==> src/rtl/arb_pkg.sv <==
// Shared definitions for the 4-requester bus arbiter: requester count, FSM
// state encodings and one-hot/index conversion helpers.
package arb_pkg;

    localparam int NREQ = 4;

    typedef enum logic [1:0] {
        ST_IDLE  = 2'd0,
        ST_GRANT = 2'd1,
        ST_GAP   = 2'd2
    } state_t;

    function automatic logic [NREQ-1:0] idx_to_onehot(input logic [1:0] idx);
        logic [NREQ-1:0] oh;
        oh      = '0;
        oh[idx] = 1'b1;
        return oh;
    endfunction

    function automatic logic [1:0] onehot_to_idx(input logic [NREQ-1:0] oh);
        logic [1:0] idx;
        idx = 2'd0;
        for (int i = 0; i < NREQ; i++) begin
            if (oh[i]) idx = 2'(i);
        end
        return idx;
    endfunction

endpackage

==> src/rtl/arb_prio_enc4.sv <==
// Combinational 4->2 priority encoder, bit 0 highest priority.
// Index reads 0 when no input is set; qualify it with o_valid.
module arb_prio_enc4 (
    input  logic [3:0] i_req,
    output logic [1:0] o_idx,
    output logic       o_valid
);

    always_comb begin
        o_valid = |i_req;
        if (i_req[0])      o_idx = 2'd0;
        else if (i_req[1]) o_idx = 2'd1;
        else if (i_req[2]) o_idx = 2'd2;
        else if (i_req[3]) o_idx = 2'd3;
        else               o_idx = 2'd0;
    end

endmodule

==> src/rtl/bus_arbiter4.sv <==
// 4-requester bus arbiter: fixed or round-robin winner select, grant held until
// release or timeout, then a one-cycle turnaround gap with all grants low.
module bus_arbiter4
    import arb_pkg::*;
#(
    parameter int TIMEOUT = 15,
    parameter bit ROTATE  = 1'b1
) (
    input  logic            clk,
    input  logic            rst,
    input  logic [NREQ-1:0] Req,
    output logic [NREQ-1:0] Grant,
    output logic [1:0]      Y,
    output logic            V,
    output logic            Timeout_Err
);

    // Counter keeps at least one bit so a disabled timeout still elaborates.
    localparam int CW = (TIMEOUT > 0) ? $clog2(TIMEOUT + 1) : 1;
    localparam logic [CW-1:0] CNT_MAX = '1;
    localparam logic [CW-1:0] TO_CNT  = CW'(TIMEOUT);

    state_t          r_state;
    logic [CW-1:0]   r_cnt;
    logic [1:0]      r_ptr;

    logic [1:0]      w_ptr;
    logic [NREQ-1:0] w_rot;
    logic [1:0]      w_enc_idx;
    logic            w_valid;
    logic [1:0]      w_win;

    assign w_ptr = ROTATE ? r_ptr : 2'd0;

    // Rotate right by the pointer so the requester at ptr lands on bit 0.
    for (genvar g = 0; g < NREQ; g++) begin : g_rot
        assign w_rot[g] = Req[w_ptr + 2'(g)];
    end

    arb_prio_enc4 u_enc (
        .i_req   (w_rot),
        .o_idx   (w_enc_idx),
        .o_valid (w_valid)
    );

    assign w_win = w_ptr + w_enc_idx;

    always_ff @(posedge clk or posedge rst) begin
        if (rst) begin
            r_state     <= ST_IDLE;
            r_cnt       <= '0;
            r_ptr       <= 2'd0;
            Grant       <= '0;
            Y           <= 2'd0;
            V           <= 1'b0;
            Timeout_Err <= 1'b0;
        end else begin
            Timeout_Err <= 1'b0;
            case (r_state)
                ST_IDLE, ST_GAP: begin
                    if (w_valid) begin
                        r_state <= ST_GRANT;
                        Grant   <= idx_to_onehot(w_win);
                        Y       <= w_win;
                        V       <= 1'b1;
                        r_cnt   <= CW'(1);
                        r_ptr   <= w_win + 2'd1;
                    end else begin
                        r_state <= ST_IDLE;
                        Grant   <= '0;
                        Y       <= 2'd0;
                        V       <= 1'b0;
                    end
                end
                ST_GRANT: begin
                    // Release wins over a coincident timeout.
                    if (!Req[Y]) begin
                        r_state <= ST_GAP;
                        Grant   <= '0;
                        Y       <= 2'd0;
                        V       <= 1'b0;
                    end else if (TIMEOUT != 0 && r_cnt == TO_CNT) begin
                        r_state     <= ST_GAP;
                        Grant       <= '0;
                        Y           <= 2'd0;
                        V           <= 1'b0;
                        Timeout_Err <= 1'b1;
                    end else if (r_cnt != CNT_MAX) begin
                        r_cnt <= r_cnt + CW'(1);
                    end
                end
                default: begin
                    r_state <= ST_IDLE;
                    Grant   <= '0;
                    Y       <= 2'd0;
                    V       <= 1'b0;
                end
            endcase
        end
    end

endmodule

==> config.mk <==
export PLATFORM = sky130hd
export DESIGN_NAME = bus_arbiter4
export DESIGN_NICKNAME = d
export VERILOG_FILES = /design/src/rtl/arb_pkg.sv /design/src/rtl/arb_prio_enc4.sv /design/src/rtl/bus_arbiter4.sv
export SDC_FILE = /design/constraint.sdc
export NUM_CORES = 1
export LEC_CHECK = 0
export CAP_MARGIN = 10
export CORE_MARGIN = 5
export CORE_UTILIZATION = 48
export CTS_CLUSTER_DIAMETER = 150
export DETAILED_ROUTE_END_ITERATION = 7
export GPL_TIMING_DRIVEN = 0
export PLACE_DENSITY = 0.73
export SLEW_MARGIN = 15
export SYNTH_ARGS = -nofsm -noshare
export SYNTH_HDL_FRONTEND = slang
export SYNTH_SLANG_ARGS = --single-unit
==> constraint.sdc <==
create_clock -name clk -period 5.99 [get_ports clk]
set_clock_uncertainty 0.1 [all_clocks]
set_input_delay 1.198 -clock clk [delete_from_list [all_inputs] [get_ports clk]]
set_output_delay 1.198 -clock clk [all_outputs]
set_load 0.02 [all_outputs]
==> results.sh <==
export IMPL_synthFlopType="dfrtp_1"
export IMPL_timing_rr_start="r_ptr[0]$_DFFE_PP0P_"
export IMPL_arrival_ns=3.43
export IMPL_tritoncts="yes"
export IMPL_cts_resized=0
export IMPL_ys_top_cells_by_area="dfrtp_1 46%, nor2_1 5.9%, nand2_1 4.6%"
export IMPL_finalSetupTns_ns=0
export IMPL_synth_seq_area_share_pct=45.7
export IMPL_worst_slew_pin_slew_ns=0.650
export IMPL_status="finished, final reports clean"
export IMPL_cts_root_buf="clkbuf_4"
export IMPL_rsz0062_at_grt="no"
export IMPL_synthArstFlopShare_pct=100
export IMPL_slew_headroom_pct=56.6
export IMPL_syn_cell_area_um2=822
export IMPL_finalHoldViolCount=0
export IMPL_r2r_cells=10
export IMPL_dr_pass1_iters=4
export IMPL_leakage_nw=0.437
export IMPL_grt_antenna_before_repair=0
export IMPL_post_route_drc_count=0
export IMPL_critical_path_class="input port to register"
export IMPL_synthTopCellsByCount="15 x dfrtp_1, 13 x nor2_1, 10 x nand2_1"
export IMPL_holdWs_ns=0.331
export IMPL_dp_hpwl_um=1250
export IMPL_grt_pass1_wl_um=2950
export IMPL_grt_max_degree=16
export IMPL_synth_lib_cells_used_distinct=39
export IMPL_multi_input_area_um2=429
export IMPL_synth_seq_cells=15
export IMPL_vdd_drop_max_mv=0.311
export IMPL_post_cts_buffers=0
export IMPL_fin_crit_ns=3.37
export IMPL_wl_per_cell_um=14.4
export IMPL_gp_congestion=0.821
export IMPL_hold_start="r_state[1]$_DFFE_PP0P_"
export IMPL_clock_sinks=15
export IMPL_synth_warnings=0
export IMPL_fp_row_count=15
export IMPL_chipWidth_um=51.4
export IMPL_wirelength_um=1680
export IMPL_fin_crit_sh_pct=56.3
export IMPL_maxCapViolCount=0
export IMPL_ios=14
export IMPL_finalNetCount=109
export IMPL_synth_xor_area_share_pct=7.31
export IMPL_synth_compound_area_share_pct=15.2
export IMPL_drv_slew=0
export IMPL_cp_required_ns=6.05
export IMPL_grt_ovfl_total=0
export IMPL_cp_end_kind="register"
export IMPL_synth_cells=84
export IMPL_fmax_mhz=297
export IMPL_path_clk_slew_ns=0.08
export IMPL_ant_nets=0
export IMPL_ctsHoldBuffers=0
export IMPL_vias=685
export IMPL_start_util_pct=49.2
export IMPL_reg2reg_to="r_ptr[1]$_DFFE_PP0P_"
export IMPL_synth_edff_count=0
export IMPL_clock_latency_ns=0.28
export IMPL_yosys_area_top_type="dfrtp_1"
export IMPL_setup_viol_count_final=0
export IMPL_cts_buffer_depth=2
export IMPL_r2r_slack_ns=3.56
export IMPL_synth_simple_area_share_pct=23.9
export IMPL_track_usage_pct=14.7
export IMPL_endpoint="r_ptr[1]$_DFFE_PP0P_"
export IMPL_drive_gt1_share_pct=13.0
export IMPL_synth_top_family_by_area="simple AND/OR/NAND/NOR gates"
export IMPL_yosysMostFrequentCell="dfrtp_1"
export IMPL_syn_num_nets=92
export IMPL_crit_fanout=8
export IMPL_drtIter0Drc=10
export IMPL_hold_class="register to register"
export IMPL_cts_buffers_inserted=3
export IMPL_power_density_nw_per_um2=525
export IMPL_yosys_area_share_adder_pct=3.04
export IMPL_die_h_um=51.4
export IMPL_port_buffers=12
export IMPL_grt_pass1_vias=715
export IMPL_htreeDepth=1
export IMPL_worstSetupStartpointType="input port"
export IMPL_seqCellArea_um2=375
export IMPL_syn_avg_cell_area_um2=9.79
export IMPL_dieArea_um2=2640
export IMPL_syn2layout_area_growth_pct=20.4
export IMPL_vias_per_cell=5.85
export IMPL_startpoint="Req[3]"
export IMPL_yosys_area_top_type_share_pct=45.7
export IMPL_diodes=0
export IMPL_synth_mux_area_share_pct=2.74
export IMPL_n_fill_cell=147
export IMPL_core_area_um2=1670
[sequential cells by signal, summed over array words and instances, names as in the netlist]
register,count
Grant,4
Y,2
V,1
Timeout_Err,1
r_cnt,4
r_ptr,2
r_state,1
[power breakdown]
part	internal (mW)	switching, mW	total, mW
Clock	0.0258	0.0300	0.0558
Combinational	0.140	0.158	0.298
Sequential	0.137	0.0291	0.166
Total	0.302	0.217	0.519
[worst min-delay path by stage]
stage | to | cells after the start
global placement | r_state[1]$_DFFE_PP0P_ | 1
detailed placement | r_state[1]$_DFFE_PP0P_ | 1
floorplan | r_state[1]$_DFFE_PP0P_ | 1
finish | r_state[1]$_DFFE_PP0P_ | 1
global route | r_state[1]$_DFFE_PP0P_ | 1
CTS | r_state[1]$_DFFE_PP0P_ | 1
[critical path, cell delays in order]
cell,delay [ns]
clkdlybuf4s50_1,0.53
nand3b_1,0.21
and3_2,0.21
o21ai_0,0.23
ha_1,0.34
xor2_1,0.21
and4_2,0.25
o21ai_1,0.08
xnor2_1,0.16
[area by class of cell]
cell class                      instances  share of cell area (%)
Tap cell                               17                    2.15
Sequential cell                        15                    37.9
Clock buffer                            4                    2.65
Inverter                                1                   0.379
Multi-Input combinational cell         65                    43.4
Timing Repair Buffer                   12                    12.1
Buffer                                  3                    1.39
[cells by family (layout without fill, tap and decap cells)]
logic type | Yosys count | in the layout
AND/OR/NAND/NOR | 38 | 38
multiplexers | 1 | 1
buffers and inverters | 4 | 20
adder cells (fa/ha/maj) | 2 | 2
flip-flops | 15 | 15
XOR/XNOR | 6 | 6
AO/OA/AOI/OAI | 18 | 18
[per-stage QoR]
| stage | instances | setup WS [ns] | utilization (%) | instance area (um^2) | power, mW |
|---|---|---|---|---|---|
| 2_1_floorplan | 84 | 3.10 | - | 822 | 0.382 |
| 3_3_place_gp | 113 | 2.43 | 57.7 | 963 | 0.454 |
| 3_5_place_dp | 113 | 2.37 | 57.7 | 963 | 0.464 |
| 4_1_cts | 117 | 2.64 | 59.3 | 990 | 0.521 |
| 5_1_grt | 117 | 2.52 | 59.3 | 990 | 0.559 |
| 6_report | 117 | 2.62 | 59.3 | 990 | 0.519 |
[layout by cell type (no fill, tap or decap), types with 2 or more instances in the layout]
master           Yosys  layout
dfrtp_1             15      15
nor2_1              13      13
clkdlybuf4s50_1      0      12
nand2_1             10      10
a21oi_1              3       3
xor2_1               3       3
o21ai_0              3       3
clkbuf_4             0       3
nor3_1               2       2
xnor2_1              2       2
nand3b_1             2       2
clkbuf_1             1       2
ha_1                 2       2
[per-layer routing]
| metal | vias up | global-route usage, % | wire (um) |
|---|---|---|---|
| li1 | 331 | - | - |
| met5 | - | 0 | 0 |
| met2 | 13 | 24.8 | 815 |
| met3 | 4 | 3.21 | 68 |
| met4 | 0 | 7.42 | 25 |
| met1 | 337 | 17.5 | 771 |
Note: power is estimated with default switching activity, not from simulation.
